## src/rtl/exe_mem_skid_reg.sv

```systemverilog
// ---------------------------------------------------------------------------
// exe_mem_skid_reg
//
// Purpose:
//   EX->MEM pipeline register with a valid/ready handshake on both sides, a
//   two-entry skid buffer (OUT + SKID) and a flush input. While the memory
//   stage stalls, back-to-back execute results are held in order without
//   being dropped or duplicated. Empty or flushed slots are presented to MEM
//   as clean bubbles with all write enables low. Cycles in which MEM holds
//   off a valid entry are counted in a saturating stall counter.
//
// Parameters:
//   ADDR_WIDTH   memory address width
//   DATA_WIDTH   memory store-data width
//   RADDR_WIDTH  register-file write-address width
//   RDATA_WIDTH  register-file write-data width
//   CNT_WIDTH    stall-counter width
//   MEM_OP_NONE  mem_op code meaning "no memory access"
//
// Ports:
//   clk_i        clock, all state updates on the rising edge
//   rst_i        synchronous active-high reset
//   valid_i      execute stage presents a valid instruction
//   ready_o      this block can accept an instruction this cycle
//   flush_i      discard the held entries and the incoming one
//   reg_waddr_i / reg_we_i / reg_wdata_i   register writeback payload from EX
//   mem_we_i / mem_addr_i / mem_data_i / mem_op_i   memory payload from EX
//   valid_o      head entry towards MEM is valid
//   ready_i      MEM takes the head entry this cycle
//   reg_waddr_o / reg_we_o / reg_wdata_o   head-entry register payload
//   mem_we_o / mem_addr_o / mem_data_o / mem_op_o   head-entry memory payload
//   stall_cnt_o  saturating count of cycles with valid_o=1 and ready_i=0
// ---------------------------------------------------------------------------
module exe_mem_skid_reg #(
  parameter int         ADDR_WIDTH  = 32,
  parameter int         DATA_WIDTH  = 32,
  parameter int         RADDR_WIDTH = 5,
  parameter int         RDATA_WIDTH = 32,
  parameter int         CNT_WIDTH   = 16,
  parameter logic [3:0] MEM_OP_NONE = 4'd8
) (
  input  logic                   clk_i,
  input  logic                   rst_i,

  input  logic                   valid_i,
  output logic                   ready_o,
  input  logic                   flush_i,
  input  logic [RADDR_WIDTH-1:0] reg_waddr_i,
  input  logic                   reg_we_i,
  input  logic [RDATA_WIDTH-1:0] reg_wdata_i,
  input  logic                   mem_we_i,
  input  logic [ADDR_WIDTH-1:0]  mem_addr_i,
  input  logic [DATA_WIDTH-1:0]  mem_data_i,
  input  logic [3:0]             mem_op_i,

  output logic                   valid_o,
  input  logic                   ready_i,
  output logic [RADDR_WIDTH-1:0] reg_waddr_o,
  output logic                   reg_we_o,
  output logic [RDATA_WIDTH-1:0] reg_wdata_o,
  output logic                   mem_we_o,
  output logic [ADDR_WIDTH-1:0]  mem_addr_o,
  output logic [DATA_WIDTH-1:0]  mem_data_o,
  output logic [3:0]             mem_op_o,

  output logic [CNT_WIDTH-1:0]   stall_cnt_o
);

  // The whole EX payload travels as one packed word so OUT and SKID are
  // moved and reset as a unit.
  localparam int PAYLOAD_W = RADDR_WIDTH + 1 + RDATA_WIDTH + 1 +
                             ADDR_WIDTH + DATA_WIDTH + 4;

  // Reset image: every field zero except mem_op, which must read "none".
  localparam logic [PAYLOAD_W-1:0] PAYLOAD_RST = {{(PAYLOAD_W-4){1'b0}}, MEM_OP_NONE};

  logic [PAYLOAD_W-1:0] w_in_payload;
  logic [PAYLOAD_W-1:0] r_out_payload;
  logic [PAYLOAD_W-1:0] r_skid_payload;
  logic                 r_out_valid;
  logic                 r_skid_valid;
  logic [CNT_WIDTH-1:0] r_stall_cnt;

  logic                 w_accept;
  logic                 w_retire;
  logic                 w_stall;

  logic [RADDR_WIDTH-1:0] w_out_reg_waddr;
  logic                   w_out_reg_we;
  logic [RDATA_WIDTH-1:0] w_out_reg_wdata;
  logic                   w_out_mem_we;
  logic [ADDR_WIDTH-1:0]  w_out_mem_addr;
  logic [DATA_WIDTH-1:0]  w_out_mem_data;
  logic [3:0]             w_out_mem_op;

  assign w_in_payload = {reg_waddr_i, reg_we_i, reg_wdata_i,
                         mem_we_i, mem_addr_i, mem_data_i, mem_op_i};

  assign {w_out_reg_waddr, w_out_reg_we, w_out_reg_wdata,
          w_out_mem_we, w_out_mem_addr, w_out_mem_data, w_out_mem_op} = r_out_payload;

  // ready_o comes straight from the SKID valid flop, so the upstream
  // handshake never depends combinationally on ready_i.
  assign ready_o  = ~r_skid_valid;
  assign valid_o  = r_out_valid;
  assign w_accept = valid_i & ~r_skid_valid;
  assign w_retire = r_out_valid & ready_i;
  assign w_stall  = r_out_valid & ~ready_i;

  // Storage update. Flush drops everything, including the entry offered in
  // the same cycle; payload registers simply keep their stale contents since
  // they are masked whenever the matching valid bit is low.
  always_ff @(posedge clk_i) begin
    if (rst_i) begin
      r_out_valid    <= 1'b0;
      r_skid_valid   <= 1'b0;
      r_out_payload  <= PAYLOAD_RST;
      r_skid_payload <= PAYLOAD_RST;
    end else if (flush_i) begin
      r_out_valid  <= 1'b0;
      r_skid_valid <= 1'b0;
    end else if (w_retire) begin
      if (r_skid_valid) begin
        // Older SKID entry advances; a same-cycle accept queues behind it.
        r_out_payload <= r_skid_payload;
        r_out_valid   <= 1'b1;
        r_skid_valid  <= w_accept;
        if (w_accept) begin
          r_skid_payload <= w_in_payload;
        end
      end else if (w_accept) begin
        r_out_payload <= w_in_payload;
        r_out_valid   <= 1'b1;
      end else begin
        r_out_valid <= 1'b0;
      end
    end else if (w_accept) begin
      if (!r_out_valid) begin
        r_out_payload <= w_in_payload;
        r_out_valid   <= 1'b1;
      end else begin
        r_skid_payload <= w_in_payload;
        r_skid_valid   <= 1'b1;
      end
    end
  end

  // Stall counter: saturates at all-ones and deliberately ignores flush so
  // the figure reflects total MEM back-pressure since reset.
  always_ff @(posedge clk_i) begin
    if (rst_i) begin
      r_stall_cnt <= '0;
    end else if (w_stall && (r_stall_cnt != {CNT_WIDTH{1'b1}})) begin
      r_stall_cnt <= r_stall_cnt + 1'b1;
    end
  end

  // Bubble masking: side-effecting fields are forced inactive when no valid
  // entry is presented; the data fields hold their last value.
  assign reg_waddr_o = w_out_reg_waddr;
  assign reg_wdata_o = w_out_reg_wdata;
  assign mem_addr_o  = w_out_mem_addr;
  assign mem_data_o  = w_out_mem_data;
  assign reg_we_o    = r_out_valid & w_out_reg_we;
  assign mem_we_o    = r_out_valid & w_out_mem_we;
  assign mem_op_o    = r_out_valid ? w_out_mem_op : MEM_OP_NONE;
  assign stall_cnt_o = r_stall_cnt;

endmodule

```

## config.mk

```make
export PLATFORM = sky130hd
export DESIGN_NAME = exe_mem_skid_reg
export DESIGN_NICKNAME = d
export VERILOG_FILES = /design/src/rtl/exe_mem_skid_reg.sv
export SDC_FILE = /design/constraint.sdc
export NUM_CORES = 1
export LEC_CHECK = 0
export BUFFER_PORTS_ARGS = -buffer_cell sky130_fd_sc_hd__buf_2
export CORE_ASPECT_RATIO = 1.5
export CORE_MARGIN = 2
export CORE_UTILIZATION = 58
export DETAILED_ROUTE_END_ITERATION = 7
export GPL_TIMING_DRIVEN = 0
export PLACE_DENSITY = 0.85
export RECOVER_POWER = 100
export SETUP_SLACK_MARGIN = 0.15
export SYNTH_ARGS = -nofsm -noshare
export SYNTH_HDL_FRONTEND = slang
export SYNTH_SLANG_ARGS = --single-unit
```

## constraint.sdc

```tcl
create_clock -name clk_i -period 2.9 [get_ports clk_i]
set_input_delay 0.145 -clock clk_i [delete_from_list [all_inputs] [get_ports clk_i]]
set_output_delay 0.145 -clock clk_i [all_outputs]
set_load 0.05 [all_outputs]
```

# After elaboration in Yosys (flattened, before gate mapping)

Index checks and enable logic that the tools add are counted.

Memories: 0
Latch bits: 0
Bits in writable memories: 0
Output and inout port bits: 125
Bits in read-only memories: 0
Register bits: 232
Input bits: 112

Order comparisons: 0
Muxes and demuxes: 18
Multipliers: 0
Shift-type cells: 0
Divide/modulo/power cells: 0
Bitwise gates (word level): 8
Reduce and logical (&&, ||, !) cells: 8
Eq/ne operators: 3
Add/sub/neg operators: 1

Operators with widths:

| kind                    | count |
|---|---|
| $mux W107               | 9 |
| $add A16 B1 Y16 const B | 1 |
| $ne A16 B16 Y1 const B  | 1 |
| $mux W1                 | 8 |
| $reduce_and A4 Y1       | 2 |
| $reduce_bool A2 Y1      | 3 |
| $and A1 B1 Y1           | 5 |
| $mux W4                 | 1 |
| $not A1 Y1              | 3 |
| $ne A2 B1 Y1 const B    | 1 |
| $ne A2 B2 Y1 const B    | 1 |
| $reduce_and A2 Y1       | 1 |
| $reduce_or A2 Y1        | 1 |
| $logic_and A1 B1 Y1     | 1 |

# Depth between registers and ports, before layout

Gate-level depths: netlist (run 1).

Depth in word-level cells: 5
Mapped depth: 7

# Least setup slack after synthesis (run 1)

OpenSTA, ideal clock, no wires.

Kind: reg-to-reg
Start point: register r_stall_cnt[0] (netlist: stall_cnt_o[0])
End point: register r_stall_cnt[3] (netlist: stall_cnt_o[3])
Cell stages (with the launch flop): 7
Clock period less this slack: 2.088 ns
Setup slack: 0.812 ns
Arrival time: 1.965 ns
Library setup time: 0.123 ns
Buffers on the path: 1
Path through: dfxtp_1 -> ha_1 -> buf_2 -> and3_1 -> a41oi_2 -> and3_1 -> mux2_1

Longest elaborated chain between the ends: 2
Elaborated cells on any way between the ends: 3
Classes of those cells: add/sub (1); eq/ne (1); reduce/logical (1)

RTL lines:

| element                                                 | line | RTL |
|---|---|---|
| start: declaration                                      | 82   | `logic [CNT_WIDTH-1:0] r_stall_cnt;` |
| start signal: assignment                                | 154  | `r_stall_cnt <= r_stall_cnt + 1'b1;` |
| branches (longest 2 deep; another with $add A16 B1 Y16) | -    |  |

Several ways; the timed one is not identified.
A chain may end at the register's enable or synchronous reset.

# Worst setup path after layout (run 1)

Start point: register r_out_valid (netlist: valid_o)
End point: register r_out_payload[22]

Longest elaborated chain between the ends: 3
Elaborated cells on any way between the ends: 5
Classes of those cells: eq/ne (1); mux (1); bitwise (1); reduce/logical (2)

RTL lines:

| element                                                      | line | RTL |
|---|---|---|
| start: declaration                                           | 80   | `logic r_out_valid;` |
| start signal: assignment                                     | 115  | `r_out_valid <= 1'b0;` |
| start signal: assignment                                     | 120  | `r_out_valid <= 1'b0;` |
| start signal: assignment                                     | 126  | `r_out_valid <= 1'b1;` |
| $and A1 B1 Y1                                                | 107  | `assign w_retire = r_out_valid & ready_i;` |
| $ne A2 B1 Y1 (no line) or $reduce_bool A2 Y1 (tied branches) | -    |  |
| $reduce_and A4 Y1 (no line)                                  | -    |  |
| end signal: assignment                                       | 125  | `r_out_payload <= r_skid_payload;` |
| end signal: assignment                                       | 132  | `r_out_payload <= w_in_payload;` |
| end signal: assignment                                       | 139  | `r_out_payload <= w_in_payload;` |
| end: declaration                                             | 78   | `logic [PAYLOAD_W-1:0] r_out_payload;` |

Several ways; a longest one is shown, not always the timed one.

==> flow_metrics.py, run 1 <==
metrics = {
    "pwr": {
        "ir_drop_mv": 0.546,
        "powerDensity_nw_per_um2": 576,
        "leakage_nw": 5.78,
        "p_total_mw": 7.60,
    },
    "die": {
        "io_pins": 237,
        "fp.dieArea_um2": 18400,
        "die_w_um": 112,
        "core-area_um2": 17200,
        "die_y_um": 165,
        "initial_core_util_pct": 58.5,
        "fp-row-count": 59,
    },
    "synthesis": {
        "yosysUniqueCellTypes": 39,
        "ys_seq_area_share_pct": 46.1,
        "ys_ff_latch": 232,
        "syn-cell-area_um2": 10100,
        "synth_nets": 1271,
        "yosysTopAreaCell": "dfxtp_1",
        "ys.flop_type": "dfxtp_1",
        "yosysTopAreaCellShare_pct": 46.1,
        "synthArstFlopShare_pct": 0,
        "yosys_warnings": 0,
        "postSynthAreaPerCell_um2": 8.69,
        "syn_inst": 1158,
        "synth_edf_count": 0,
        "synth_area_leaders": "dfxtp_1, mux2i_1, buf_4, nand2_1, a211oi_1",
    },
    "sta": {
        "hold_viol_final": 0,
        "post-route-period-util_pct": 86.3,
        "fmax_ghz": 0.400,
        "slew_headroom_pct": 40.6,
        "worstMarginPinSlew_ns": 0.886,
        "setup_viol": 0,
        "finalCriticalPeriod_ns": 2.50,
        "slew_viol_final": 0,
        "final.setup.tns_ns": 0,
        "finalClockSkew_ns": 0.00937,
        "rsz0062_at_grt": "no",
    },
    "final_layout": {
        "syn2layout_area_growth_pct": 31.1,
        "final_nets": 1641,
        "num-fill-cells": 1194,
        "final_common_cell": "dfxtp_1",
        "drive_above_1_share_pct": 18.5,
        "final_cell_mix": "dfxtp_1, nand2_1, clkbuf_1",
        "diodes": 0,
        "final_util_pct": 76.7,
    },
    "global_route": {
        "grt_pass1_wl_um": 48100,
        "grt_antenna_before_repair": 0,
        "grt_max_degree": 15,
        "use_met2_pct": 61.0,
        "busiest_layer": "met2",
        "grtUsageTotal_pct": 31.8,
        "grt-ovfl-total": 0,
        "met1_usage_pct": 32.7,
        "grt_pass1_vias": 10070,
        "grt_use_met3_pct": 5.40,
    },
    "cts": {
        "cts.sinks": 232,
        "clk_pin_slew_worst_paths_ns": 0.06,
        "clk_path_buf_depth": 3,
        "root_buffer": "clkbuf_16",
        "post-cts-setup-buffer-count": 0,
        "cts_tree": "yes",
        "numCtsBuffers": 22,
        "clk-insertion-delay-late_ns": 0.51,
        "htree_levels": 1,
    },
    "place": {
        "dpl.hpwl_um": 18700,
        "gp_congestion": 0.860,
        "io_buffers": 235,
    },
    "critical_path": {
        "slowest_stage": "clkbuf_1",
        "cp-end-kind": "flip-flop",
        "critPathLaunchType": "flip-flop",
        "slowest_delay_ns": 0.56,
        "worstPathMaxFanout": 10,
        "crit_start": "valid_o$_SDFFE_PP0P_",
        "critPathArrivalTime_ns": 2.86,
        "required_ns": 3.25,
        "path_cells": "clkbuf_1 > a221oi_4 > clkbuf_1 > clkbuf_1 > a211oi_1",
        "critPathKind": "reg2reg",
        "crit_top_cell": "clkbuf_1",
        "r2r_start": "valid_o$_SDFFE_PP0P_",
        "reg2reg_setup_slack_ns": 0.40,
    },
    "drt": {
        "routed_wl_um": 30500,
        "ant_nets": 0,
        "drc": 0,
        "firstDrtPassIters": 5,
        "drt_iter0_markers": 535,
        "num_vias": 9698,
        "wire_per_inst_um": 17.4,
        "avgViaCountPerCell": 5.53,
    },
    "status": {
        "status": "finished clean",
    },
    "worst_hold_path": {
        "hp-start": "valid_i",
        "hold_class": "in2reg",
    },
    "run": {
        "cap_violations": 0,
    },
}
==> cell usage after synthesis, drive strengths merged, types with 2 or more instances <==
master,number
a211oi,107
a21oi,119
and2,6
and3,2
and4,4
buf,146
clkbuf,43
dfxtp,232
inv,4
mux2,3
mux2i,107
nand2,220
nand2b,4
nand3,6
nand4,4
nor2,113
nor2b,3
nor3,2
o21ai,3
o31ai,7
or3,5
or4,5
==> registers in the layout, indices dropped and copies added, names as in the netlist <==
name	count
r_out_payload	107
stall_cnt_o	16
r_skid_payload	107
valid_o	1
r_skid_valid	1
==> logic make-up after synthesis <==
| group | Yosys count | share of synthesized area (%) |
|---|---|---|
| xor gates and xnor gates | 2 | 0.174 |
| DFF | 232 | 46.1 |
| and+or+nand+nor | 376 | 15.3 |
| AOI/OAI and AO/OA | 244 | 15.5 |
| adders and majority gates | 1 | 0.124 |
| muxes | 110 | 11.0 |
| buffers and inverters | 193 | 11.7 |
==> metal layers <==
| metal | share of wire (%) | vias to the layer above |
|---|---|---|
| li1 | - | 4600 |
| met1 | 37 | 4590 |
| met2 | 53 | 378 |
| met3 | 5.1 | 130 |
| met4 | 4.9 | 0 |
| met5 | 0 | - |
==> layout make-up <==
class	instances	area (µm²)	share of cell area, %
Buffer	189	1150	8.74
Sequential cell	232	4640	35.2
Multi-Input combinational cell	733	4230	32.1
Clock buffer	33	683	5.18
Inverter	4	15.0	0.114
Timing Repair Buffer	346	2130	16.1
Tap cell	213	267	2.02
Clock inverter	5	75.1	0.569
==> stage by stage <==
| stage | worst slack, ns | hold slack, ns | std cells | area, µm² |
|---|---|---|---|---|
| 6_report | 0.399 | 0.209 | 1755 | 13200 |
| 5_1_grt | 0.238 | 0.227 | 1755 | 13200 |
| 4_1_cts | 0.602 | 0.194 | 1755 | 13400 |
| 3_5_place_dp | 0.687 | 0.385 | 1606 | 11500 |
| 3_3_place_gp | 0.716 | 0.371 | 1606 | 11500 |
| 2_1_floorplan | 0.812 | 0.223 | 1158 | 10100 |
==> path summary, 6_finish.rpt <==
check	endpoint	depth (start not counted)
max	r_out_payload[22]$_SDFFE_PP0P_	5
min	r_out_payload[3]$_SDFFE_PP1P_	5
max reg2reg	r_out_payload[22]$_SDFFE_PP0P_	5
min reg2reg	r_skid_payload[6]$_SDFFE_PP0P_	2
==> report_power, final <==
| group | switching (mW) | internal [mW] | total (mW) |
|---|---|---|---|
| combinational | 0.756 | 0.434 | 1.19 |
| sequential | 0.0686 | 3.30 | 3.37 |
| clock | 1.24 | 1.80 | 3.04 |
==> worst max-delay path, delay by kind of cell (launching register included) <==
| family | cells | cell delay, ns |
|---|---|---|
| flops | 1 | 0.39 |
| compound gates | 2 | 0.70 |
| buf+inv | 3 | 1.26 |
==> repair_timing <==
item | 4_1_cts | 5_1_grt
hold buffers | 111 | 0
resized for setup | 0 | 0
endpoints found under the hold margin | 161 | 0
(Power assumes the default switching activity.)
==> run 2: changes to the inputs <==
--- a/config.mk
+++ b/config.mk
@@ -13,6 +13,7 @@
 export GPL_TIMING_DRIVEN = 0
 export PLACE_DENSITY = 0.85
 export RECOVER_POWER = 100
+export REMOVE_ABC_BUFFERS = 1
 export SETUP_SLACK_MARGIN = 0.15
 export SYNTH_ARGS = -nofsm -noshare
 export SYNTH_HDL_FRONTEND = slang
==> flow_metrics.py, run 2 (synthesis results as in run 1) <==
metrics = {
    "global_route": {
        "met1_usage_pct": 30.6,
        "grt_pass1_vias": 8879,
        "grtUsageTotal_pct": 27.6,
        "grt-ovfl-total": 0,
        "grt_pass1_wl_um": 42400,
        "grt_max_degree": 131,
        "grt_antenna_before_repair": 1,
        "grt_use_met3_pct": 4.16,
        "busiest_layer": "met2",
        "use_met2_pct": 49.5,
    },
    "place": {
        "dpl.hpwl_um": 15600,
        "dpl_cell_area_um2": 10800,
        "dpl.cell_count": 1437,
        "io_buffers": 236,
        "gp_congestion": 0.862,
    },
    "critical_path": {
        "critPathKind": "reg2reg",
        "rr_worst_depth": 6,
        "worstPathMaxFanout": 26,
        "critPathArrivalTime_ns": 2.99,
        "cp-end-kind": "flip-flop",
        "critPathLaunchType": "flip-flop",
        "required_ns": 3.28,
        "r2r_start": "valid_o$_SDFFE_PP0P_",
        "r2r-end": "r_out_payload[35]$_SDFFE_PP0P_",
        "reg2reg_setup_slack_ns": 0.28,
        "crit_start": "valid_o$_SDFFE_PP0P_",
    },
    "pwr": {
        "leakage_nw": 5.26,
        "switching_share_pct": 26.4,
        "p_seq_share_pct": 44.6,
        "p_total_mw": 7.55,
        "ir_drop_mv": 0.722,
        "pwr-share-clk_pct": 41.6,
        "switchingPower_mw": 1.99,
        "share_comb_of_total_power_pct": 13.8,
        "powerDensity_nw_per_um2": 604,
        "intPower_mw": 5.56,
    },
    "drt": {
        "routed_wl_um": 26800,
        "ant_nets": 0,
        "num_vias": 9008,
        "avgViaCountPerCell": 5.67,
        "drc": 0,
        "firstDrtPassIters": 5,
        "drt_iter0_markers": 663,
        "wire_per_inst_um": 16.9,
    },
    "worst_hold_path": {
        "min_to": "valid_o$_SDFFE_PP0P_",
        "hold_class": "in2reg",
        "hp-start": "valid_i",
        "min_path_cells": 3,
    },
    "die": {
        "die_w_um": 112,
        "fp.dieArea_um2": 18400,
        "die_y_um": 165,
        "io_pins": 237,
        "fp-row-count": 59,
        "core-area_um2": 17200,
        "initial_core_util_pct": 58.5,
    },
    "cts": {
        "clk_path_buf_depth": 3,
        "numCtsBuffers": 22,
        "htree_levels": 1,
        "clk_pin_slew_worst_paths_ns": 0.07,
        "root_buffer": "clkbuf_16",
        "cts_resized": 0,
        "cts.sinks": 232,
        "cts_tree": "yes",
        "clk-insertion-delay-late_ns": 0.50,
    },
    "sta": {
        "slew_viol_final": 0,
        "rsz0062_at_grt": "no",
        "slew_headroom_pct": 34.9,
        "setup_viol": 0,
        "hold_viol_final": 0,
        "worstMarginPinSlew_ns": 0.977,
        "finalClockSkew_ns": 0.00821,
        "finalCriticalPeriod_ns": 2.62,
        "whs_ns": 0.0172,
        "post-route-period-util_pct": 90.2,
        "fmax_ghz": 0.382,
    },
    "final_layout": {
        "final_area_um2": 12500,
        "drive_above_1_share_pct": 12.6,
        "syn2layout_area_growth_pct": 24.3,
        "final_cell_mix": "dfxtp_1, nand2_1, clkbuf_1",
        "num-fill-cells": 1225,
        "final_common_cell": "dfxtp_1",
        "final_nets": 1473,
        "final_util_pct": 72.7,
        "final_cells": 1590,
    },
    "status": {
        "status": "finished clean",
    },
    "run": {
        "cap_violations": 0,
    },
}
## run 2: cell types whose count changed in the layout (fill, tap and decap cells not counted), sizes merged
cell	delta
buf	-116
bufinv	+2
dlygate4sd3	-1
clkinv	-1
clkbuf	-51
diode	+1
clkinvlp	+1
## run 2: metrics by stage
| step | setup TNS [ns] | setup slack, ns |
|---|---|---|
| floorplan | -487.43 | -3.50 |
| global placement | -930.96 | -5.27 |
| detailed placement | 0 | 0.0270 |
| CTS | 0 | 0.284 |
| global route | 0 | 0.167 |
| finish | 0 | 0.283 |
## run 2: final cells by class
type / instances / area (µm²) / area share [%]
sequential: 232 / 4640 / 37.1
multi-input combinational: 733 / 4250 / 34.0
timing repair buffer: 367 / 2530 / 20.2
clock buffer: 33 / 653 / 5.22
tap: 213 / 267 / 2.13
clock inverter: 7 / 141 / 1.13
inverter: 4 / 15.0 / 0.120
antenna: 1 / 2.50 / 0.0200
## run 2: layer usage
metal,up-vias,wire [µm],part of all wire [%]
li1,4276,-,-
met1,4205,9990,37
met2,395,13800,51
met3,132,1400,5.2
met4,0,1670,6.2
met5,-,0,0
## run 2: worst max-delay path, stage by stage (launching register included)
cell	delay [ns]
dfxtp_1	0.69
nand2_1	0.19
a221oi_4	0.35
buf_4	0.30
clkbuf_2	0.48
nor2_1	0.11
a211oi_1	0.37
## run 2: how the worst max path moves through the flow
stage | end | slack (ns) | depth (start not counted)
floorplan | r_out_payload[3]$_SDFFE_PP1P_ | -3.50 | 3
global placement | r_out_payload[3]$_SDFFE_PP1P_ | -5.27 | 3
detailed placement | r_out_payload[95]$_SDFFE_PP0P_ | 0.03 | 8
CTS | r_skid_payload[69]$_SDFFE_PP0P_ | 0.28 | 7
global route | r_out_payload[35]$_SDFFE_PP0P_ | 0.17 | 6
finish | r_out_payload[35]$_SDFFE_PP0P_ | 0.28 | 6
## run 2: timing repair
action                                  in CTS  in global routing
setup buffers                                1                  1
pin swaps                                    1                  1
endpoints found under the hold margin      175                  0
hold buffers                               110                  0
endpoints found under the setup margin      10                 10
## run 2: power groups by stage
stage	sequential (mW)	combinational (mW)	clock (mW)
after floorplan	3.78	0.255	0
after global placement	3.43	0.909	0
after detailed placement	3.43	0.929	0
after CTS	3.36	1.05	3.19
after global routing	3.38	1.11	3.30
final	3.37	1.04	3.14
==> run 3: changes to the inputs <==
--- a/config.mk
+++ b/config.mk
@@ -12,8 +12,7 @@
 export DETAILED_ROUTE_END_ITERATION = 7
 export GPL_TIMING_DRIVEN = 0
 export PLACE_DENSITY = 0.85
-export RECOVER_POWER = 100
-export REMOVE_ABC_BUFFERS = 1
+export RECOVER_POWER = 25
 export SETUP_SLACK_MARGIN = 0.15
 export SYNTH_ARGS = -nofsm -noshare
 export SYNTH_HDL_FRONTEND = slang
==> flow_metrics.py, run 3 (synthesis results as in run 1) <==
metrics = {
    "drt": {
        "num_vias": 9702,
        "drc": 0,
        "routed_wl_um": 30600,
        "wire_per_inst_um": 17.4,
        "drt_iter0_markers": 506,
        "avgViaCountPerCell": 5.53,
        "ant_nets": 0,
        "firstDrtPassIters": 5,
    },
    "cts": {
        "hold_buffers": 111,
        "cts_tree": "yes",
        "clk-insertion-delay-late_ns": 0.51,
        "clk_pin_slew_worst_paths_ns": 0.07,
        "root_buffer": "clkbuf_16",
        "post-cts-setup-buffer-count": 0,
        "clk_path_buf_depth": 3,
        "cts.sinks": 232,
        "cts_resized": 0,
        "htree_levels": 1,
        "numCtsBuffers": 22,
    },
    "final_layout": {
        "final_area_um2": 13300,
        "final_nets": 1641,
        "syn2layout_area_growth_pct": 31.8,
        "num-fill-cells": 1155,
        "diodes": 0,
        "final_common_cell": "dfxtp_1",
        "final_util_pct": 77.1,
        "drive_above_1_share_pct": 21.7,
        "final_cell_mix": "dfxtp_1, nand2_1, buf_2",
    },
    "worst_hold_path": {
        "hold_class": "in2reg",
    },
    "die": {
        "io_pins": 237,
        "fp.dieArea_um2": 18400,
        "die_y_um": 165,
        "core-area_um2": 17200,
        "die_w_um": 112,
        "initial_core_util_pct": 58.5,
        "fp-row-count": 59,
    },
    "global_route": {
        "grt_antenna_before_repair": 0,
        "grt_pass1_wl_um": 48100,
        "grt_pass1_vias": 10070,
        "grt_max_degree": 15,
        "grt-ovfl-total": 0,
        "grtUsageTotal_pct": 31.8,
    },
    "critical_path": {
        "crit_top_cell": "buf_2",
        "reg2reg_setup_slack_ns": 0.57,
        "critPathKind": "reg2reg",
        "path_cells": "nand2b_1 > nor3_2 > buf_2 > buf_2 > nand2_1 > a21oi_1",
        "slowest_stage": "nor3_2",
        "required_ns": 3.33,
        "critPathLaunchType": "flip-flop",
        "cp-end-kind": "flip-flop",
        "slowest_delay_ns": 0.68,
        "worstPathMaxFanout": 10,
        "critPathArrivalTime_ns": 2.75,
    },
    "sta": {
        "post-route-period-util_pct": 80.2,
        "rsz0062_at_grt": "no",
        "setup_ws_ns": 0.573,
        "slew_headroom_pct": 42.8,
        "finalCriticalPeriod_ns": 2.33,
        "slew_viol_final": 0,
        "hold_viol_final": 0,
        "setup_viol": 0,
        "finalClockSkew_ns": 0.0111,
        "fmax_ghz": 0.430,
        "final.setup.tns_ns": 0,
        "worstMarginPinSlew_ns": 0.853,
    },
    "pwr": {
        "ir_drop_mv": 0.554,
        "powerDensity_nw_per_um2": 574,
        "leakage_nw": 5.97,
        "p_total_mw": 7.61,
    },
    "status": {
        "status": "finished clean",
    },
    "place": {
        "io_buffers": 235,
        "gp_congestion": 0.860,
        "dpl.hpwl_um": 18700,
        "dpl_cell_area_um2": 11500,
        "pre_cts_slack_ns": 0.687,
    },
    "run": {
        "cap_violations": 0,
    },
}
run 3: changes by cell type in the layout (fill, tap and decap cells not counted), sizes merged:
cell | before | now
buf | 129 | 292
dlygate4sd3 | 110 | 111
diode | 1 | 0
bufinv | 4 | 2
clkinvlp | 1 | 0
clkinv | 2 | 3
clkbuf | 161 | 165
run 3: final timing paths:
check,cells past startpoint,start,end
worst max-delay path,6,valid_o$_SDFFE_PP0P_,r_skid_payload[93]$_SDFFE_PP0P_
worst min-delay path,5,valid_i,r_out_payload[3]$_SDFFE_PP1P_
worst max register to register,6,valid_o$_SDFFE_PP0P_,r_skid_payload[93]$_SDFFE_PP0P_
worst min register to register,2,r_skid_payload[6]$_SDFFE_PP0P_,r_skid_payload[6]$_SDFFE_PP0P_
run 3: critical path, delay by kind of cell, from the launching register on:
family	cells	cell delay (ns)
buf+inv	2	0.64
simple gates	3	0.97
compound gates	1	0.16
flops	1	0.48
run 3: cell type report:
class / instances / area (µm²) / area share [%]
Buffer: 189 / 1170 / 8.80
Clock buffer: 33 / 683 / 5.15
Clock inverter: 5 / 75.1 / 0.566
Inverter: 4 / 15.0 / 0.113
Multi-Input combinational cell: 733 / 4240 / 31.9
Sequential cell: 232 / 4640 / 35.0
Tap cell: 213 / 267 / 2.01
Timing Repair Buffer: 346 / 2180 / 16.4
run 3: metrics by stage:
stage	std cells	hold WS, ns
detailed placement	1606	0.385
CTS	1755	0.194
global placement	1606	0.371
global route	1755	0.227
finish	1755	0.208
floorplan	1158	0.223
run 3: report_power, final:
part | switching [mW] | total (mW) | internal (mW)
sequential | 0.0690 | 3.37 | 3.30
combinational | 0.756 | 1.20 | 0.442
clock | 1.24 | 3.04 | 1.80
total | 2.07 | 7.61 | 5.54
run 3: routing by layer:
metal	GRT usage, %	vias to the layer above	wire length, µm
li1	-	4596	-
met1	32.7	4578	11300
met2	61.0	404	16300
met3	5.40	124	1560
met4	17.4	0	1420
met5	0	-	0
